**src/rtl/ssd1306_ctrl_seq.sv**
```systemverilog
// SSD1306 sequencer: panel reset, power-up wait, init command stream, then full-frame pushes over a byte handshake.
// Define SSD1306_TEST_PATTERN_EN to send an AA/55 pattern in place of framebuffer data.
module ssd1306_ctrl_seq #(
  parameter int RST_CYCLES   = 10000,
  parameter int PWRUP_CYCLES = 100000
) (
  input  logic       i_clk,
  input  logic       i_rst_n,
  input  logic       i_start,
  input  logic       i_refresh,
  output logic       o_oled_rst_n,
  output logic       o_tx_valid,
  output logic [7:0] o_tx_byte,
  output logic       o_tx_dc,
  input  logic       i_tx_ready,
  output logic [9:0] o_fb_addr,
  input  logic [7:0] i_fb_data,
  output logic       o_ready,
  output logic       o_busy
);
  localparam int MAXC = (RST_CYCLES > PWRUP_CYCLES) ? RST_CYCLES : PWRUP_CYCLES;
  localparam int CW   = $clog2(((MAXC > 32) ? MAXC : 32) + 1);
  localparam logic [CW-1:0] ONE       = CW'(1);
  localparam logic [CW-1:0] RST_LAST  = CW'(RST_CYCLES - 1);
  localparam logic [CW-1:0] PWR_LAST  = CW'(PWRUP_CYCLES - 1);
  localparam logic [CW-1:0] INIT_LAST = CW'(24);
  localparam logic [CW-1:0] WIN_LAST  = CW'(5);

  typedef enum logic [2:0] {
    OFF, RST_LO, PWR_WAIT, INIT, IDLE, WIN, FB_RD, FB_TX
  } state_t;

  state_t          r_state;
  logic [CW-1:0]   r_cnt;
  logic            r_pend;
  logic            r_oledRstN;
  logic            r_txValid;
  logic [7:0]      r_txByte;
  logic            r_txDc;
  logic [9:0]      r_fbAddr;
  logic            r_ready;
  logic            r_busy;
  logic            w_accept;
  logic [7:0]      w_fbByte;

  function automatic logic [7:0] initByte(input logic [4:0] idx);
    case (idx)
      5'd0:  initByte = 8'hAE;  5'd1:  initByte = 8'hD5;  5'd2:  initByte = 8'h80;
      5'd3:  initByte = 8'hA8;  5'd4:  initByte = 8'h3F;  5'd5:  initByte = 8'hD3;
      5'd6:  initByte = 8'h00;  5'd7:  initByte = 8'h40;  5'd8:  initByte = 8'h8D;
      5'd9:  initByte = 8'h14;  5'd10: initByte = 8'h20;  5'd11: initByte = 8'h00;
      5'd12: initByte = 8'hA1;  5'd13: initByte = 8'hC8;  5'd14: initByte = 8'hDA;
      5'd15: initByte = 8'h12;  5'd16: initByte = 8'h81;  5'd17: initByte = 8'hCF;
      5'd18: initByte = 8'hD9;  5'd19: initByte = 8'hF1;  5'd20: initByte = 8'hDB;
      5'd21: initByte = 8'h40;  5'd22: initByte = 8'hA4;  5'd23: initByte = 8'hA6;
      5'd24: initByte = 8'hAF;
      default: initByte = 8'h00;
    endcase
  endfunction

  // Column 0..127, page 0..7: the whole panel as the write window
  function automatic logic [7:0] winByte(input logic [2:0] idx);
    case (idx)
      3'd0: winByte = 8'h21;  3'd1: winByte = 8'h00;  3'd2: winByte = 8'h7F;
      3'd3: winByte = 8'h22;  3'd4: winByte = 8'h00;  3'd5: winByte = 8'h07;
      default: winByte = 8'h00;
    endcase
  endfunction

`ifdef SSD1306_TEST_PATTERN_EN
  logic w_unused_fb;
  assign w_unused_fb = ^i_fb_data;
  assign w_fbByte    = r_fbAddr[0] ? 8'h55 : 8'hAA;
`else
  assign w_fbByte    = i_fb_data;
`endif

  assign w_accept = r_txValid & i_tx_ready;

  // Framebuffer read data arrives during FB_TX and stays stable while the address is held
  assign o_tx_byte    = (r_state == FB_TX) ? w_fbByte : r_txByte;
  assign o_oled_rst_n = r_oledRstN;
  assign o_tx_valid   = r_txValid;
  assign o_tx_dc      = r_txDc;
  assign o_fb_addr    = r_fbAddr;
  assign o_ready      = r_ready;
  assign o_busy       = r_busy;

  always_ff @(posedge i_clk or negedge i_rst_n) begin
    if (!i_rst_n) begin
      r_state    <= OFF;
      r_cnt      <= '0;
      r_pend     <= 1'b0;
      r_oledRstN <= 1'b0;
      r_txValid  <= 1'b0;
      r_txByte   <= 8'h00;
      r_txDc     <= 1'b0;
      r_fbAddr   <= 10'd0;
      r_ready    <= 1'b0;
      r_busy     <= 1'b0;
    end else begin
      if (i_refresh && (r_state != OFF) && (r_state != IDLE)) r_pend <= 1'b1;
      case (r_state)
        OFF: if (i_start) begin
          r_state    <= RST_LO;
          r_cnt      <= '0;
          r_busy     <= 1'b1;
          r_oledRstN <= 1'b0;
        end
        RST_LO: if (r_cnt == RST_LAST) begin
          r_state    <= PWR_WAIT;
          r_cnt      <= '0;
          r_oledRstN <= 1'b1;
        end else begin
          r_cnt <= r_cnt + ONE;
        end
        PWR_WAIT: if (r_cnt == PWR_LAST) begin
          r_state   <= INIT;
          r_cnt     <= '0;
          r_txValid <= 1'b1;
          r_txByte  <= initByte(5'd0);
          r_txDc    <= 1'b0;
        end else begin
          r_cnt <= r_cnt + ONE;
        end
        INIT: if (w_accept) begin
          if (r_cnt == INIT_LAST) begin
            r_state   <= IDLE;
            r_cnt     <= '0;
            r_txValid <= 1'b0;
            r_ready   <= 1'b1;
            r_busy    <= 1'b0;
          end else begin
            r_cnt    <= r_cnt + ONE;
            r_txByte <= initByte(r_cnt[4:0] + 5'd1);
          end
        end
        IDLE: if (i_refresh || r_pend) begin
          r_state   <= WIN;
          r_pend    <= 1'b0;
          r_cnt     <= '0;
          r_ready   <= 1'b0;
          r_busy    <= 1'b1;
          r_txValid <= 1'b1;
          r_txByte  <= winByte(3'd0);
          r_txDc    <= 1'b0;
        end
        WIN: if (w_accept) begin
          if (r_cnt == WIN_LAST) begin
            r_state   <= FB_RD;
            r_cnt     <= '0;
            r_txValid <= 1'b0;
            r_fbAddr  <= 10'd0;
          end else begin
            r_cnt    <= r_cnt + ONE;
            r_txByte <= winByte(r_cnt[2:0] + 3'd1);
          end
        end
        FB_RD: begin
          r_state   <= FB_TX;
          r_txValid <= 1'b1;
          r_txDc    <= 1'b1;
        end
        FB_TX: if (w_accept) begin
          r_txValid <= 1'b0;
          if (r_fbAddr == 10'd1023) begin
            r_state <= IDLE;
            r_ready <= 1'b1;
            r_busy  <= 1'b0;
          end else begin
            r_state  <= FB_RD;
            r_fbAddr <= r_fbAddr + 10'd1;
          end
        end
        default: r_state <= OFF;
      endcase
    end
  end
endmodule
```
**config.mk**
```make
export PLATFORM = sky130hd
export DESIGN_NAME = ssd1306_ctrl_seq
export DESIGN_NICKNAME = d
export VERILOG_FILES = /design/src/rtl/ssd1306_ctrl_seq.sv
export SDC_FILE = /design/constraint.sdc
export NUM_CORES = 1
export LEC_CHECK = 0
export ABC_AREA = 1
export BUFFER_PORTS_ARGS = -buffer_cell sky130_fd_sc_hd__buf_2
export CAP_MARGIN = 40
export CORE_ASPECT_RATIO = 1.2
export CORE_MARGIN = 4
export CORE_UTILIZATION = 42
export DETAILED_ROUTE_END_ITERATION = 10
export MAX_ROUTING_LAYER = met4
export PLACE_DENSITY = 0.71
export SETUP_SLACK_MARGIN = 0.05
export SLEW_MARGIN = 20
export SYNTH_ARGS = -nofsm -noshare
export SYNTH_HDL_FRONTEND = slang
export SYNTH_SLANG_ARGS = --single-unit
```
**constraint.sdc**
```tcl
create_clock -name i_clk -period 1.59 [get_ports i_clk]
set_input_delay 0.2385 -clock i_clk [delete_from_list [all_inputs] [get_ports i_clk]]
set_output_delay 0.2385 -clock i_clk [all_outputs]
set_load 0.02 [all_outputs]
```
# [Word level (Yosys, flattened, before mapping)]
# Memory sizes are Yosys's and may differ from the RTL's.
# Cells that the tools add are included.
[classes] addsub=4 n_eq_ne=29 n_mux=60 bitwise_logic=1 n_reduce_logical=23
[op_table] op="$mux 17" n=8
[op_table] op="$pmux 17 s6" n=1
[op_table] op="$mux 8" n=7
[op_table] op="$mux 10" n=4
[op_table] op="$pmux 8 s4" n=1
[op_table] op="$pmux 7 s4" n=1
[op_table] op="$mux 3" n=9
[op_table] op="$ne 2x2->1 const B" n=12
[op_table] op="$pmux 3 s8" n=1
[op_table] op="$mux 1" n=21
[op_table] op="$pmux 10 s2" n=1
[op_table] op="$add 17x1->17 const B" n=1
[op_table] op="$eq 17x14->1 const B" n=1
[op_table] op="$eq 17x17->1 const B" n=1
[op_table] op="$eq 17x3->1 const B" n=1
[op_table] op="$eq 17x5->1 const B" n=1
[op_table] op="$eq 3x3->1 const B" n=5
[op_table] op="$reduce_and 7->1" n=2
[op_table] op="$eq 3x2->1 const B" n=4
[op_table] op="$reduce_bool 6->1" n=2
[op_table] op="$add 10x1->10 const B" n=1
[op_table] op="$eq 10x10->1 const B" n=1
[op_table] op="$reduce_and 5->1" n=2
[op_table] op="$reduce_and 9->1" n=1
[op_table] op="20 further kinds" n=28
[word_totals] regBits=44 romBits=256 out_inout_bits=23 word_cells=128 memories=1
[memory_table] name="(no name shown)" depth=32 width=8 read_ports=1 rd_ports_with_merged_regs=0 write_ports=0 line_no="47" rtl="case (idx)"

# [Longest topological paths before layout]
[logic_depth] word_depth=6 depth_mapped=13 ltp_nobuf=13

# [Worst setup path after synthesis]
# Ideal clock, no wire load.
[synth_path] path_type="reg2reg" startpoint="register r_fbAddr[0] (netlist: o_fb_addr[0])" endpoint="register r_fbAddr[1] (netlist: o_fb_addr[1])" t_arrival_ns=1.683 required_time_ns=1.473 slack_ns=-0.211 stages_incl_launch_ff=11 n_path_buf=1 period_less_slack_ns=1.801 path_cell_list="dfrtp_1 > ha_1 > nand2_1 > nor2_1 > nand3b_1 > or2_1 > nand3_2 > nor2_4 > buf_6 > nand3_1 > nand2_1"
[synth_via] elab_chain_len=4 word_cells_on_any_way=7
[synth_lines] element="start: declaration" line_no="40" rtl="logic [9:0] r_fbAddr;"
[synth_lines] element="start signal: assignment" line_no="172" rtl="r_fbAddr <= r_fbAddr + 10'd1;"
[synth_lines] element="$add 10x1->10" line_no="172"
[synth_lines] element="$mux 10" line_no="166" rtl="if (r_fbAddr == 10'd1023) begin"
[synth_lines] element="$mux 10" line_no="164" rtl="FB_TX: if (w_accept) begin"
[synth_lines] element="$pmux 10 s2" line_no="103" rtl="case (r_state)"
# Parallel ways exist; a longest one is shown, timed or not. The select of a mux whose other input is x is not followed.
# A chain may end at the register's enable or synchronous reset.

# [Final worst setup path]
[layout_path] startpoint="register r_cnt[6]" endpoint="register r_fbAddr[5] (netlist: o_fb_addr[5])"
[layout_via] elab_chain_len=3
[layout_lines] element="start: declaration" line_no="34" rtl="logic [CW-1:0] r_cnt;"
[layout_lines] element="start signal: assignment" line_no="115" rtl="r_cnt <= r_cnt + ONE;"
[layout_lines] element="start signal: assignment" line_no="124" rtl="r_cnt <= r_cnt + ONE;"
[layout_lines] element="start signal: assignment" line_no="134" rtl="r_cnt <= r_cnt + ONE;"
[layout_lines] element="$eq 17x3->1" line_no="149" rtl="if (r_cnt == WIN_LAST) begin"
[layout_lines] element="$ne 2x2->1 (no source line)"
[layout_lines] element="$reduce_and 5->1 (no source line)"
# Every way passes these cells.

==> reports/metrics.yaml <==
setup_path:
  start_kind: "register"
  slowest_stage: "dfrtp_1"
  cp-end-kind: "register"
  rr_endpoint: "o_fb_addr[5]$_DFFE_PN0P_"
  cp_max_fo: 7
  crit_chain: "nor2_2 -> nand3_1 -> nor2_4 -> nand2_4 -> nand2_4 -> buf_6 -> nand3_4 -> nor2_4 -> buf_12 -> buf_12 -> nand2_4 -> o21ai_4"
  r2r_slack_ns: -0.31
  r2r_start: "r_cnt[6]$_DFFE_PN0P_"
  crit_arrival_ns: 2.13
  cp.required_ns: 1.83
  criticalPathCategory: "reg2reg"
  cpPeakStageDelay_ns: 0.45
  path_common_cell: "nand2_4"
  ff2ff_path_depth: 12
detailed_routing:
  vias: 4464
  wire_per_inst_um: 14.8
  drc: 0
  wl_um: 12900
  drtIter0Drc: 222
  viasPerCell: 5.15
  first_pass_iters: 5
  postRouteAntennaNets: 0
global_route:
  grt_pass1_vias: 4466
  grt_max_degree: 27
  grt-ovfl-total: 0
  grt_pass1_wl_um: 20600
  antenna_found_initial: 0
  grt_usage_pct: 25.8
clock_tree:
  cts.sink_count: 44
  cts_tree: "built"
  h-tree-depth: 2
  path_clk_slew_ns: 0.10
  clockBufferDepth: 2
  root_buffer: "clkbuf_8"
  numCtsBuffers: 5
  clock_latency_ns: 0.31
cells_and_area:
  num_antenna_cells: 0
  drive_above_1_share_pct: 41.4
  fill_cells: 649
  stdcell_area_mm2: 0.00566
  num-nets-final: 776
  synthToLayoutAreaGrowth_pct: 58.7
  layout_commonest_cell: "nand2_1"
  mostFrequentLayoutCells: "nand2_1 (202), buf_4 (113), nor2_1 (48)"
placed_design:
  portBuffers: 35
  gp_congestion: 0.965
  place_area_mm2: 0.00474
  dpl.hpwl_um: 8530
  dp_slack_ns: -0.248
pwr:
  leakage_uw: 0.00294
  p_total_uw: 8170
  p_per_area_mw_per_mm2: 1440
  ir_worst_vdd_mv: 0.714
status:
  status: "complete, but fails checks"
  violations: "negative setup slack"
timing:
  hold_violations: 0
  period_needed_ns: 1.90
  timing.fmax_mhz: 527
  fin_skew_ns: 0.0115
  setup_viol: 50
  slew_violations: 0
  relSlewSlack_pct: 68.1
  finalCritPeriodShare_pct: 119
  worst_pin_slew_ns: 0.479
  rsz0062_at_grt: "yes"
  fin_ws_ns: -0.307
floorplanning:
  io_pins: 36
  rows: 36
  core_mm2: 0.00820
  start_util_pct: 43.5
  fp.dieH_um: 109
  die_area_mm2: 0.0100
  die_width_um: 92.1
logic_synthesis:
  async_reset_ff_share_pct: 100
  avgSynthCellArea_um2: 6.10
  synth_cell_types: 32
  synth_edf_count: 0
  ys.flop_type: "dfrtp_1"
  synth_area_mm2: 0.00357
  syn_inst: 585
  syn_nets: 609
  yosysSeqAreaShare_pct: 30.9
  ys_warn_count: 0
  ys_ff_latch: 44
hold_path:
  hold_end: "r_pend$_DFF_PN0_"
  hold_path.startpoint: "i_refresh"
  hold_class: "in2reg"
  whs_path_depth: 4
run:
  max_cap_viol_count: 0
## through the flow
stage / utilization, % / hold slack (ns) / std cells / setup TNS, ns
final: 69.0 / 0.346 / 867 / -9.84
after global routing: 69.0 / 0.376 / 867 / -13.90
after CTS: 65.9 / 0.332 / 859 / -5.80
after detailed placement: 57.8 / 0.211 / 833 / -6.13
after global placement: 57.8 / 0.208 / 833 / -4.56
after floorplan: - / -0.0571 / 585 / -1.19
## worst max-delay path, delay by kind of cell (launching register included)
family	cells	cell delay (ns)
AOI/OAI and AO/OA	1	0.07
DFF	1	0.45
and+or+nand+nor	8	0.95
buffers and inverters	3	0.36
## sequential cells by signal, summed over array words and instances (netlist names)
name and cells:
o_busy 1, o_ready 1, r_txByte 8, o_tx_dc 1, r_state 3, o_oled_rst_n 1, r_cnt 17, o_tx_valid 1
r_pend 1, o_fb_addr 10
## logic make-up after synthesis
group                      after synthesis  synth area share (%)
and+or+nand+nor                        407                  47.8
adders and majority gates               11                  3.86
buffers and inverters                   72                  8.38
AOI/OAI and AO/OA                       40                  6.35
xor gates and xnor gates                11                  2.70
DFF                                     44                  30.9
## power breakdown
part           internal [uW]  switching, uW  total, uW  leakage, uW
sequential              1380            221       1600     0.000561
combinational           2400           3260       5660      0.00232
clock                    474            445        920    0.0000548
## how the worst max path moves through the flow
stage / start / endpoint / slack [ns] / cells after the start
6_report: r_cnt[6]$_DFFE_PN0P_ / o_fb_addr[5]$_DFFE_PN0P_ / -0.31 / 12
5_1_grt: r_cnt[6]$_DFFE_PN0P_ / o_fb_addr[1]$_DFFE_PN0P_ / -0.35 / 12
4_1_cts: r_cnt[1]$_DFFE_PN0P_ / r_cnt[8]$_DFFE_PN0P_ / -0.17 / 13
3_5_place_dp: r_cnt[0]$_DFFE_PN0P_ / r_cnt[16]$_DFFE_PN0P_ / -0.25 / 10
3_3_place_gp: r_cnt[1]$_DFFE_PN0P_ / r_cnt[6]$_DFFE_PN0P_ / -0.20 / 13
2_1_floorplan: r_cnt[1]$_DFFE_PN0P_ / r_cnt[16]$_DFFE_PN0P_ / -0.09 / 13
## synth_stat cells (2+ instances only)
| cell type | n | area [um2] |
|---|---|---|
| nor3_1 | 9 | 45.0 |
| nand4_1 | 7 | 43.8 |
| nor2_4 | 5 | 56.3 |
| xnor2_1 | 2 | 17.5 |
| buf_6 | 2 | 22.5 |
| o21ai_2 | 3 | 26.3 |
| nand3b_1 | 3 | 22.5 |
| buf_1 | 2 | 7.51 |
| a21oi_1 | 10 | 50.1 |
| dfrtp_1 | 44 | 1100 |
| nor4_1 | 2 | 12.5 |
| xor2_1 | 9 | 78.8 |
| ha_1 | 11 | 138 |
| buf_4 | 2 | 15.0 |
| nand2_1 | 243 | 912 |
| nand3_1 | 54 | 270 |
| inv_2 | 3 | 11.3 |
| buf_2 | 5 | 25.0 |
| nand2_2 | 3 | 18.8 |
| inv_1 | 57 | 214 |
| o21a_1 | 2 | 15.0 |
| nor2_1 | 76 | 285 |
| o211ai_1 | 3 | 22.5 |
| o21ai_0 | 20 | 100 |
## final cells by class
type | instances | area, um2 | share of cell area [%]
clock buffer | 5 | 68.8 | 1.22
timing repair buffer | 169 | 1310 | 23.1
inverter | 61 | 249 | 4.40
clock inverter | 3 | 46.3 | 0.818
multi-input combinational | 471 | 2730 | 48.3
tap | 114 | 143 | 2.52
sequential | 44 | 1110 | 19.6
## metal layers
| layer | vias up | global-route usage [%] | wire [um] |
|---|---|---|---|
| li1 | 2170 | - | - |
| met1 | 2077 | 27.9 | 4860 |
| met2 | 167 | 47.0 | 6970 |
| met3 | 50 | 3.31 | 501 |
| met4 | 0 | 11.9 | 535 |
| met5 | - | - | 0 |
## repair_timing
item,4_1_cts,5_1_grt
buffers inserted,17,11
setup endpoints to repair,51,51
cloned,3,0
pin swaps,44,41
hold endpoints to repair,18,0
hold buffers,1,0
gates resized for setup,107,65
Power figures use the tool's default switching activity.
